`config.mk`:
```
export PLATFORM = sky130hd
export DESIGN_NAME = neander_ext_ram_responder
export DESIGN_NICKNAME = d
export VERILOG_FILES = /design/src/rtl/neander_pkg.sv /design/src/rtl/neander_ram_array.sv /design/src/rtl/neander_ext_ram_responder.sv
export SDC_FILE = /design/constraint.sdc
export NUM_CORES = 1
export LEC_CHECK = 0
export ABC_AREA = 1
export BUFFER_PORTS_ARGS = -buffer_cell sky130_fd_sc_hd__buf_2
export CORE_MARGIN = 3
export CORE_UTILIZATION = 62
export CTS_CLUSTER_SIZE = 14
export DETAILED_ROUTE_END_ITERATION = 16
export PLACE_DENSITY_LB_ADDON = 0.08
export SYNTH_ARGS = -nofsm -noshare
export SYNTH_HDL_FRONTEND = slang
export SYNTH_SLANG_ARGS = --single-unit
export TNS_END_PERCENT = 5
```
`constraint.sdc`:
```
create_clock -name clk -period 10.8 [get_ports clk]
set_input_delay 0.54 -clock clk [delete_from_list [all_inputs] [get_ports clk]]
set_output_delay 0.54 -clock clk [all_outputs]
set_load 0.005 [all_outputs]
```
`src/rtl/neander_pkg.sv`:
```
// Shared types and default sizes for the Neander-X external memory responder.
package neander_pkg;

    localparam int unsigned DEF_ADDR_W = 5;
    localparam int unsigned DEF_DATA_W = 8;
    localparam int unsigned RAM_DEPTH  = 1 << DEF_ADDR_W;

    typedef enum logic {
        ST_LOAD,
        ST_RUN
    } ram_resp_state_t;

endpackage

```
`src/rtl/neander_ram_array.sv`:
```
// 2**ADDR_W x DATA_W RAM: async-reset clear, one synchronous write port, one async read port.
module neander_ram_array #(
    parameter int unsigned ADDR_W = neander_pkg::DEF_ADDR_W,
    parameter int unsigned DATA_W = neander_pkg::DEF_DATA_W
) (
    input  logic              clk,
    input  logic              rst,
    input  logic              we_i,
    input  logic [ADDR_W-1:0] waddr_i,
    input  logic [DATA_W-1:0] wdata_i,
    input  logic [ADDR_W-1:0] raddr_i,
    output logic [DATA_W-1:0] rdata_o
);

    localparam int unsigned DEPTH = 1 << ADDR_W;

    logic [DATA_W-1:0] mem_q [DEPTH];

    always_ff @(posedge clk or posedge rst) begin
        if (rst) begin
            for (int unsigned i = 0; i < DEPTH; i++) begin
                mem_q[i] <= '0;
            end
        end else if (we_i) begin
            mem_q[waddr_i] <= wdata_i;
        end
    end

    assign rdata_o = mem_q[raddr_i];

endmodule

```
`src/rtl/neander_ext_ram_responder.sv`:
```
// Board-side slave for the Neander-X memory pins: RAM, I/O output latch, and host load port
// that fills the RAM while the CPU is held in reset.
module neander_ext_ram_responder
    import neander_pkg::*;
#(
    parameter int unsigned ADDR_W = DEF_ADDR_W,
    parameter int unsigned DATA_W = DEF_DATA_W
) (
    input  logic              clk,
    input  logic              reset,
    input  logic [ADDR_W-1:0] ram_addr,
    input  logic              ram_we,
    input  logic              ram_oe,
    input  logic              io_wr,
    input  logic [DATA_W-1:0] cpu_data,
    input  logic [DATA_W-1:0] cpu_data_oe,
    output logic [DATA_W-1:0] ram_data,
    output logic              cpu_rst_n,
    input  logic              ld_valid,
    output logic              ld_ready,
    input  logic [DATA_W-1:0] ld_data,
    input  logic              ld_last,
    input  logic              ld_restart,
    output logic [DATA_W-1:0] io_latch,
    output logic [7:0]        io_count,
    output logic              bus_err
);

    ram_resp_state_t   state_q, state_d;
    logic [ADDR_W-1:0] ptr_q, ptr_d;
    logic              cpu_rst_n_q, cpu_rst_n_d;
    logic              io_wr_q;
    logic [DATA_W-1:0] io_latch_q, io_latch_d;
    logic [7:0]        io_count_q, io_count_d;
    logic              bus_err_q, bus_err_d;

    logic              run;
    logic              mem_we;
    logic [ADDR_W-1:0] mem_waddr;
    logic [DATA_W-1:0] mem_wdata;
    logic [DATA_W-1:0] mem_rdata;

    neander_ram_array #(
        .ADDR_W (ADDR_W),
        .DATA_W (DATA_W)
    ) u_ram (
        .clk     (clk),
        .rst     (reset),
        .we_i    (mem_we),
        .waddr_i (mem_waddr),
        .wdata_i (mem_wdata),
        .raddr_i (ram_addr),
        .rdata_o (mem_rdata)
    );

    always_comb begin
        run         = (state_q == ST_RUN);
        state_d     = state_q;
        ptr_d       = ptr_q;
        cpu_rst_n_d = 1'b0;
        io_latch_d  = io_latch_q;
        io_count_d  = io_count_q;
        bus_err_d   = bus_err_q;
        mem_we      = 1'b0;
        mem_waddr   = ptr_q;
        mem_wdata   = ld_data;
        ld_ready    = 1'b0;
        ram_data    = '0;

        case (state_q)
            ST_LOAD: begin
                ld_ready = 1'b1;
                if (ld_valid) begin
                    mem_we = 1'b1;
                    if (ld_last) begin
                        state_d = ST_RUN;
                        ptr_d   = '0;
                    end else begin
                        ptr_d = ptr_q + ADDR_W'(1);
                    end
                end
            end
            ST_RUN: begin
                cpu_rst_n_d = 1'b1;
                mem_we      = ram_we;
                mem_waddr   = ram_addr;
                mem_wdata   = cpu_data;
                if (ram_oe && !ram_we) begin
                    ram_data = mem_rdata;
                end
                if (io_wr && !io_wr_q) begin
                    io_latch_d = cpu_data;
                    io_count_d = io_count_q + 8'd1;
                end
                if (ram_we && (ram_oe || (cpu_data_oe != '1) || io_wr)) begin
                    bus_err_d = 1'b1;
                end
                // A write in the final RUN cycle still lands; restart only redirects the next state.
                if (ld_restart) begin
                    state_d     = ST_LOAD;
                    ptr_d       = '0;
                    cpu_rst_n_d = 1'b0;
                end
            end
            default: state_d = ST_LOAD;
        endcase
    end

    always_ff @(posedge clk or posedge reset) begin
        if (reset) begin
            state_q     <= ST_LOAD;
            ptr_q       <= '0;
            cpu_rst_n_q <= 1'b0;
            io_wr_q     <= 1'b0;
            io_latch_q  <= '0;
            io_count_q  <= '0;
            bus_err_q   <= 1'b0;
        end else begin
            state_q     <= state_d;
            ptr_q       <= ptr_d;
            cpu_rst_n_q <= cpu_rst_n_d;
            io_wr_q     <= io_wr;
            io_latch_q  <= io_latch_d;
            io_count_q  <= io_count_d;
            bus_err_q   <= bus_err_d;
        end
    end

    assign cpu_rst_n = cpu_rst_n_q;
    assign io_latch  = io_latch_q;
    assign io_count  = io_count_q;
    assign bus_err   = bus_err_q;

endmodule

```
# Word level (Yosys, flattened, before mapping)
# Index checks and enable logic that the tools add are counted.
# classes
add_sub_neg	2
multipliers	0
div_mod_pow	0
magnitude_cmp	3
n_eq_ne	3
n_shift	0
n_mux	22
bitwise_logic	3
n_reduce_logical	11
# ops
op	n
bitwise mux 256 bit	1
two-way mux 8 bit	6
binary-select mux 8 bit (select 5 bit)	1
demux 8 bit (select 5 bit)	1
two-way mux 5 bit	4
greater-or-equal comparator 6 bit (second input constant)	2
inverter 5 -> 6 bit	2
case mux 5 bit (2 select lines)	1
adder 8 x 1 -> 8 bit (second input constant)	1
inequality test 8 bit (second input constant)	1
less-than comparator 6 x 1 -> 1 bit (second input constant)	1
two-way mux 1 bit	6
AND reduction 2 bit	3
adder 5 x 1 -> 5 bit (second input constant)	1
logical AND 1 bit	4
inequality test 2 bit (second input constant)	2
case mux 1 bit (2 select lines)	2
zero test 1 bit	2
logical OR 1 bit	2
inverter 1 bit	1
# word_totals
ff_bits	281
latch_bits	0
ramBits	0
romBits	0
inputBits	37
word_cells	83
mem_count	0

# Logic depth before layout (Yosys ltp)
# Gate-level depths: netlist of the first run.
# depth
word_depth	7
mapped_depth	12
mapped_depth_nobuf	9

# Cells and area by module
# A second synthesis of the first run with hierarchy kept.
# hier_totals
hier_cells	1681
hier_area_um2	13187.6
# by_module_without_submodules
module	instances	cells_each	area_each_um2	seq_area_each_um2
neander_ram_array	1	1497	11816.3	6406.1
neander_ext_ram_responder	1	184	1371.3	625.6

# Worst setup path before layout of the first run
# Ideal clock, no wire load.
# synth_timing
kind	in2out
start	input ram_addr[0]
end	output ram_data[1]
arrival_ns	1.652
t_required_ns	10.260
setup_slack_ns	8.608
stages	12
n_path_buf	3
path_cell_list	inv_1 buf_2 buf_2 buf_2 nand2_1 nand3_1 nand3_1 nand2_1 nand2_1 nand3_1 nand2_1 nor2_1
# synth_between
elab_chain_cells	6
# synth_lines
item	line_no	source
start, declared	neander_ext_ram_responder.sv:11	input logic [ADDR_W-1:0] ram_addr,
inverter 5 -> 6 bit (not written as such)	neander_ram_array.sv:29	assign rdata_o = mem_q[raddr_i];
binary-select mux 8 bit (select 5 bit)	neander_ram_array.sv:29	
two-way mux 8 bit (not written as such) (2 in a row)	neander_ram_array.sv:29	
two-way mux 8 bit	neander_ext_ram_responder.sv:88	if (ram_oe && !ram_we) begin
two-way mux 8 bit	neander_ext_ram_responder.sv:70	case (state_q)
end, declared	neander_ext_ram_responder.sv:17	output logic [DATA_W-1:0] ram_data,
# Every way passes these cells. The select of a mux whose other input is x is not followed.

# Worst setup path in the final report of the first run
# layout_timing
start	input ram_addr[0]
end	output ram_data[7]
# Same word-level chain as after synthesis.

==> reports/qor.txt, run 1 <==
Vias in the first global route - 10.82k
Die ar. - 25040 sq um
Fin Setup TNS - 0 ps
Top cells by count, synth - nand2_1, dfrtp_1, o21ai_2
Status - finished clean
First-pass GRT wire length - 58290 um
Startpoint Class - input pin
Syn Inst Count - 1638
R2r startpoint - run
Share of cells above drive strength 1 - 24.43%
CORE AREA - 22710 sq um
Cell leakage power - 7.695 nW
CTS tree - yes
Worst skew pair latency - 540 ps
Syn Std Cell Area - 14370 sq um
Max VDD drop - 0.1418 mV
Post-synth top area share - 48.93%
Count leader, synth - nand2_1
Antenna violations before repair - 0
Layout Nets - 1676
Post-DP HPWL - 21390 um
Grt ovf - 0
Synth Warn # - 0
Min-Delay Path Class - in2async
CP max FO - 89
Starting density of the core - 63.28%
Chip Height - 158.3 um
Post-CTS Setup Inserts - 0
Wirelength, routed - 35730 um
Data required, critical path - 10260 ps
Diode count - 0
Clk slew on worst S/H paths - 50 ps
# setup viols final - 0
Syn_area_per_cell - 8.774 sq um
Inserted Clock Buffers - 30
Area Growth Syn to Fin - 8.097%
WS Path Type - in2out
Largest net degree at the start of global routing - 90
Min Tclk post-route - 3849 ps
Final period utilization - 35.64%
Clock root cell - clkbuf_16
Overall Global Routing Usage - 29.31%
Clock Sinks - 281
Total power - 3.439 mW
Crit path launch - ram_addr[0]
TritonRoute pass-1 iters - 7
Post-synth cell types - 33
CTS Buffer Depth - 3
First DRT Iteration DRCs - 1096
RSZ-0062 raised after global routing - no
ANT nets after route - 0
Post-cts sizing count - 0
H-tree levels - 1
Worst slew pin tran - 1050 ps
Die width - 158.3 um
Routed len/inst - 18.39 um
Max Cap Violations - 0
Port Buffers - 63
Main area contributors after synthesis - dfrtp_1, nand2_1, o21ai_2
FP Rows - 55
Routed vias/inst - 5.745
Biggest area consumer among synthesized cells - dfrtp_1
Number of flops mapped to enable cells by yosys - 0
Pwr per Cell Area - 221.4 nW/um^2
Smallest hold slack - 79.50 ps
Clock Skews - 6.893 ps
Number of synthesized register bits - 281
WP data arrival - 3310 ps
Gpl congestion - 0.9061
Final Hold Violating Endpoints - 0
Syn_nets - 1677
Layout Utilization - 68.41%
Top_reg_cell synth - dfrtp_1
# IOs - 64
Max-slew headroom - 29.99%
Hold-fix buffers at CTS - 0
Fmax - 259.8 MHz
Register area share after synthesis - 48.93%
Via count - 11.16k
Ys async rst share - 100.0%
Slew Limit Fails - 0
Residual DRC - 0
Worst Setup End Kind - primary output
==> where the power goes <==
part / internal [mW] / switching, mW
clock: 0.600 / 0.407
combinational: 0.338 / 0.526
sequential: 1.38 / 0.193
total: 2.31 / 1.13
==> sequential cells by signal (all words and copies together) (netlist names) <==
signal       flops
run              1
bus_err          1
u_ram.mem_q    256
ptr_q            5
io_latch         8
io_wr_q          1
io_count         8
cpu_rst_n        1
==> through the flow <==
step	area (sq um)	std cells	worst slack [ps]
floorplan	14370	1638	2509
global route	15530	1943	6735
global placement	14560	1890	7054
detailed placement	14560	1890	7031
CTS	15530	1943	6986
finish	15530	1943	6951
==> cells in the final DEF (no fill, tap or decap), types with 4 or more instances in the layout <==
master       n
clkbuf_16   31
clkbuf_8     8
xor2_1       4
inv_1       18
nand2_1    597
nor2_1      66
o21ai_1     64
nor2_8       8
nand3_1    171
xnor2_1      4
clkinv_2     6
clkbuf_1     8
dfrtp_1    280
nor2_4       4
nand2_4     36
buf_4       18
o21ai_0     27
buf_2       62
o21ai_2    201
o21ai_4     13
inv_2        7
==> critical path: stages <==
cell and delay [ps]:
buf_4 250, clkinv_2 470, buf_4 870, o21ai_0 240
o21ai_1 210, nor2_1 60, nor2_1 190, nor2_1 60
nor2_1 220, buf_2 160
==> area by class of cell <==
class	count	area [sq um]
Clock inverter	6	55.05
Sequential cell	281	7033
Tap cell	285	356.6
Multi-Input combinational cell	1214	6600
Clock buffer	47	915.9
Fill cell	1876	7174
Timing Repair Buffer	80	445.4
Inverter	30	128.9
==> worst paths after layout <==
kind                       slack, ps          endpoint  cells after the start
min reg2reg                      470       io_count[7]                      1
max in group asynchronous       9280   u_ram.mem_q[56]                      3
min in group clk                 130           io_wr_q                      1
max                             6950       ram_data[7]                     10
min                               80  u_ram.mem_q[234]                      2
max reg2reg                     8280  u_ram.mem_q[140]                      7
==> cells by family (layout without fill, tap and decap cells) <==
group,Yosys count,after routing,synth area share (%)
muxes,1,1,0.07835
adders and majority gates,2,2,0.1741
DFF,281,281,48.93
and+or+nand+nor,891,891,27.90
xor gates and xnor gates,8,8,0.4875
buffers and inverters,143,163,5.772
AOI/OAI and AO/OA,312,312,16.66
==> per-layer routing <==
metal / GRT usage, % / wire (um) / vias up
met2: 47.14 / 16900 / 324
li1: - / - / 5373
met4: 8.972 / 1088 / 0
met5: 0 / 0 / -
met1: 42.37 / 15920 / 5391
met3: 3.262 / 1820 / 74
Note: power is estimated with default switching activity, not from simulation.
==> inputs of run 2 (changes only) <==
CORE_UTILIZATION = 56   (was 62)
clock period = 3.4 ns   (was 10.8 ns; I/O delays follow)
==> reports/qor.txt, run 2 (synthesis results as in run 1) <==
CP peak stage delay - 950 ps (was 870 ps)
CTS tree - yes (unchanged)
Slowest stage cell on the critical path - dfrtp_2 (was buf_4)
Non-Filler Instances - 2014 (was 1943)
# setup viols final - 0 (unchanged)
R2r startpoint - run (unchanged)
Via count - 11.26k (was 11.16k)
Inserted Clock Buffers - 30 (unchanged)
Max VDD drop - 0.4476 mV (was 0.1418 mV)
FP Rows - 57 (was 55)
Starting density of the core - 58.07% (was 63.28%)
Startpoint Class - register (was input pin)
Max Cap Violations - 0 (unchanged)
Commonest non-fill, non-tap cell in the layout - nand2_1 (unchanged)
Post-route setup slack - 532.6 ps (was 6951 ps)
Grt ovf - 0 (unchanged)
CP max FO - 28 (was 89)
Clock Sinks - 281 (unchanged)
Final period utilization - 84.33%
Chip Height - 166.2 um (was 158.3 um)
Pwr per Cell Area - 699.3 nW/um^2 (was 221.4 nW/um^2)
Residual DRC - 0 (unchanged)
Area Growth Syn to Fin - 11.20% (was 8.097%)
Most frequent cells in the layout - nand2_1, dfrtp_1, o21ai_2, nand3_1, nor2_1 (unchanged)
Port Buffers - 63 (unchanged)
Routed vias/inst - 5.590 (was 5.745)
Post-DP HPWL - 23220 um (was 21390 um)
WP data arrival - 2700 ps (was 3310 ps)
Routed len/inst - 18.47 um (was 18.39 um)
Die width - 166.2 um (was 158.3 um)
Min Tclk post-route - 2867 ps
Placed insts - 1943 (was 1890)
ANT nets after route - 0 (unchanged)
Post-CTS Setup Inserts - 0 (unchanged)
Critical path buffer and inverter count - 3 (was 4)
Worst Setup End Kind - primary output (unchanged)
Share of cells above drive strength 1 - 25.04% (was 24.43%)
Status - finished clean (unchanged)
Clk slew on worst S/H paths - 60 ps (was 50 ps)
Gpl congestion - 0.8486 (was 0.9061)
Hold Crit Endpoint - ptr_q[1]
Cell family with most CP delay - flip-flops (was buffers and inverters)
Die ar. - 27620 sq um (was 25040 sq um)
Slew Limit Fails - 0 (unchanged)
WS Path Type - reg2out (was in2out)
CORE AREA - 24750 sq um (was 22710 sq um)
TritonRoute pass-1 iters - 6 (was 7)
Reg2reg end - u_ram.mem_q[18] (was u_ram.mem_q[140])
Antenna violations before repair - 1 (was 0)
Area taken by multi-input logic gates - 6600 sq um (unchanged)
R2R Setup Slk - 930 ps (was 8280 ps)
Max-slew headroom - 22.83% (was 29.99%)
Data required, critical path - 3230 ps (was 10260 ps)
Worst skew pair latency - 560 ps (was 540 ps)
Hold Path Stages - 3
Fmax - 348.8 MHz
CP Cell Sequence - inv_4 > nor3_1 > buf_4 > nand2_1 > nor2_1 > buf_2 (was buf_4 > clkinv_2 > buf_4 > o21ai_0 > o21ai_1 > nor2_1 > nor2_1 > nor2_1 > nor2_1 > buf_2)
FF-to-FF path depth - 8 (was 7)
RSZ-0062 raised after global routing - no (unchanged)
First-pass GRT wire length - 60780 um (was 58290 um)
Wirelength, routed - 37210 um (was 35730 um)
Pre-CTS setup slack - 957.8 ps (was 7031 ps)
Top reg by flops - u_ram.mem_q (unchanged)
Min-Delay Path Class - in2reg (was in2async)
Clock Skews - 5.261 ps (was 6.893 ps)
Max reg flops - 256 (unchanged)
Cell leakage power - 7.881 nW (was 7.695 nW)
Hold_sp - ld_valid
Vias in the first global route - 10.89k (was 10.82k)
Largest net degree at the start of global routing - 67 (was 90)
Worst slew pin tran - 1153 ps (was 1050 ps)
CTS Buffer Depth - 3 (unchanged)
H-tree levels - 1 (unchanged)
Final Hold Violating Endpoints - 0 (unchanged)
Fillers - 2097 (was 1876)
Overall Global Routing Usage - 26.98% (was 29.31%)
First DRT Iteration DRCs - 1100 (was 1096)
Layout Nets - 1705 (was 1676)
Clock root cell - clkbuf_16 (unchanged)
Register area - 7033 sq um (unchanged)
# IOs - 64 (unchanged)
==> run 2: cell type report <==
type,instances,share of cell area (%)
diodes,1,0.01566
clock buffers,44,5.598
clock inverters,11,0.8143
inverters,30,0.7908
multi-input cells,1214,41.30
flip-flops and latches,281,44.01
well taps,324,2.537
repair buffers,109,4.933
==> run 2: worst register-to-register path, stage by stage (launching register included) <==
cell and delay [ps]:
dfrtp_2 950, inv_4 110, nand2_1 120, o21ai_2 80
o21bai_4 240, nor2_8 350, nand2_4 240, nand2_1 160
o21ai_2 70
==> run 2: what timing repair did <==
action                     CTS  global route
hold endpoints to repair    44             0
hold buffers                15             0
setup endpoints to repair    0             0
gates resized for setup      0             0
==> run 2: routing by layer <==
layer | vias up | GRT usage, % | routed length [um]
met5 | - | 0 | 8
met4 | 2 | 6.076 | 794
met3 | 64 | 4.094 | 2303
met2 | 316 | 43.29 | 17420
met1 | 5425 | 39.23 | 16680
li1 | 5451 | - | -
==> run 2: worst max-delay path by stage <==
| stage | startpoint | end | slack, ps | cells past startpoint |
|---|---|---|---|---|
| 5_1_grt | run | ram_data[7] | 420 | 6 |
| 3_3_place_gp | run | u_ram.mem_q[106] | 990 | 7 |
| 6_report | run | ram_data[7] | 530 | 6 |
| 2_1_floorplan | reset | bus_err | -490 | 1 |
| 4_1_cts | run | ram_data[7] | 550 | 6 |
| 3_5_place_dp | run | u_ram.mem_q[109] | 960 | 7 |
==> run 2: power by group <==
part / total, mW / switching (mW) / leakage, nW / internal [mW]
clock: 3.38 / 1.34 / 0.513 / 2.04
sequential: 4.96 / 0.593 / 3.72 / 4.37
combinational: 2.84 / 1.73 / 3.65 / 1.11
total: 11.2 / 3.66 / 7.88 / 7.52
==> run 2: stage by stage <==
stage                     area, sq um  hold slack [ps]  util (%)  total power [mW]  setup TNS [ps]
after detailed placement        14800            314.4     59.82             7.818               0
after CTS                       15980            16.90     64.56             11.23               0
after global routing            15980            75.57     64.56             11.86               0
after global placement          14800            310.8     59.82             7.704               0
after floorplan                 14380            201.4         -             7.095         -138060
final                           15980            45.54     64.57             11.18               0
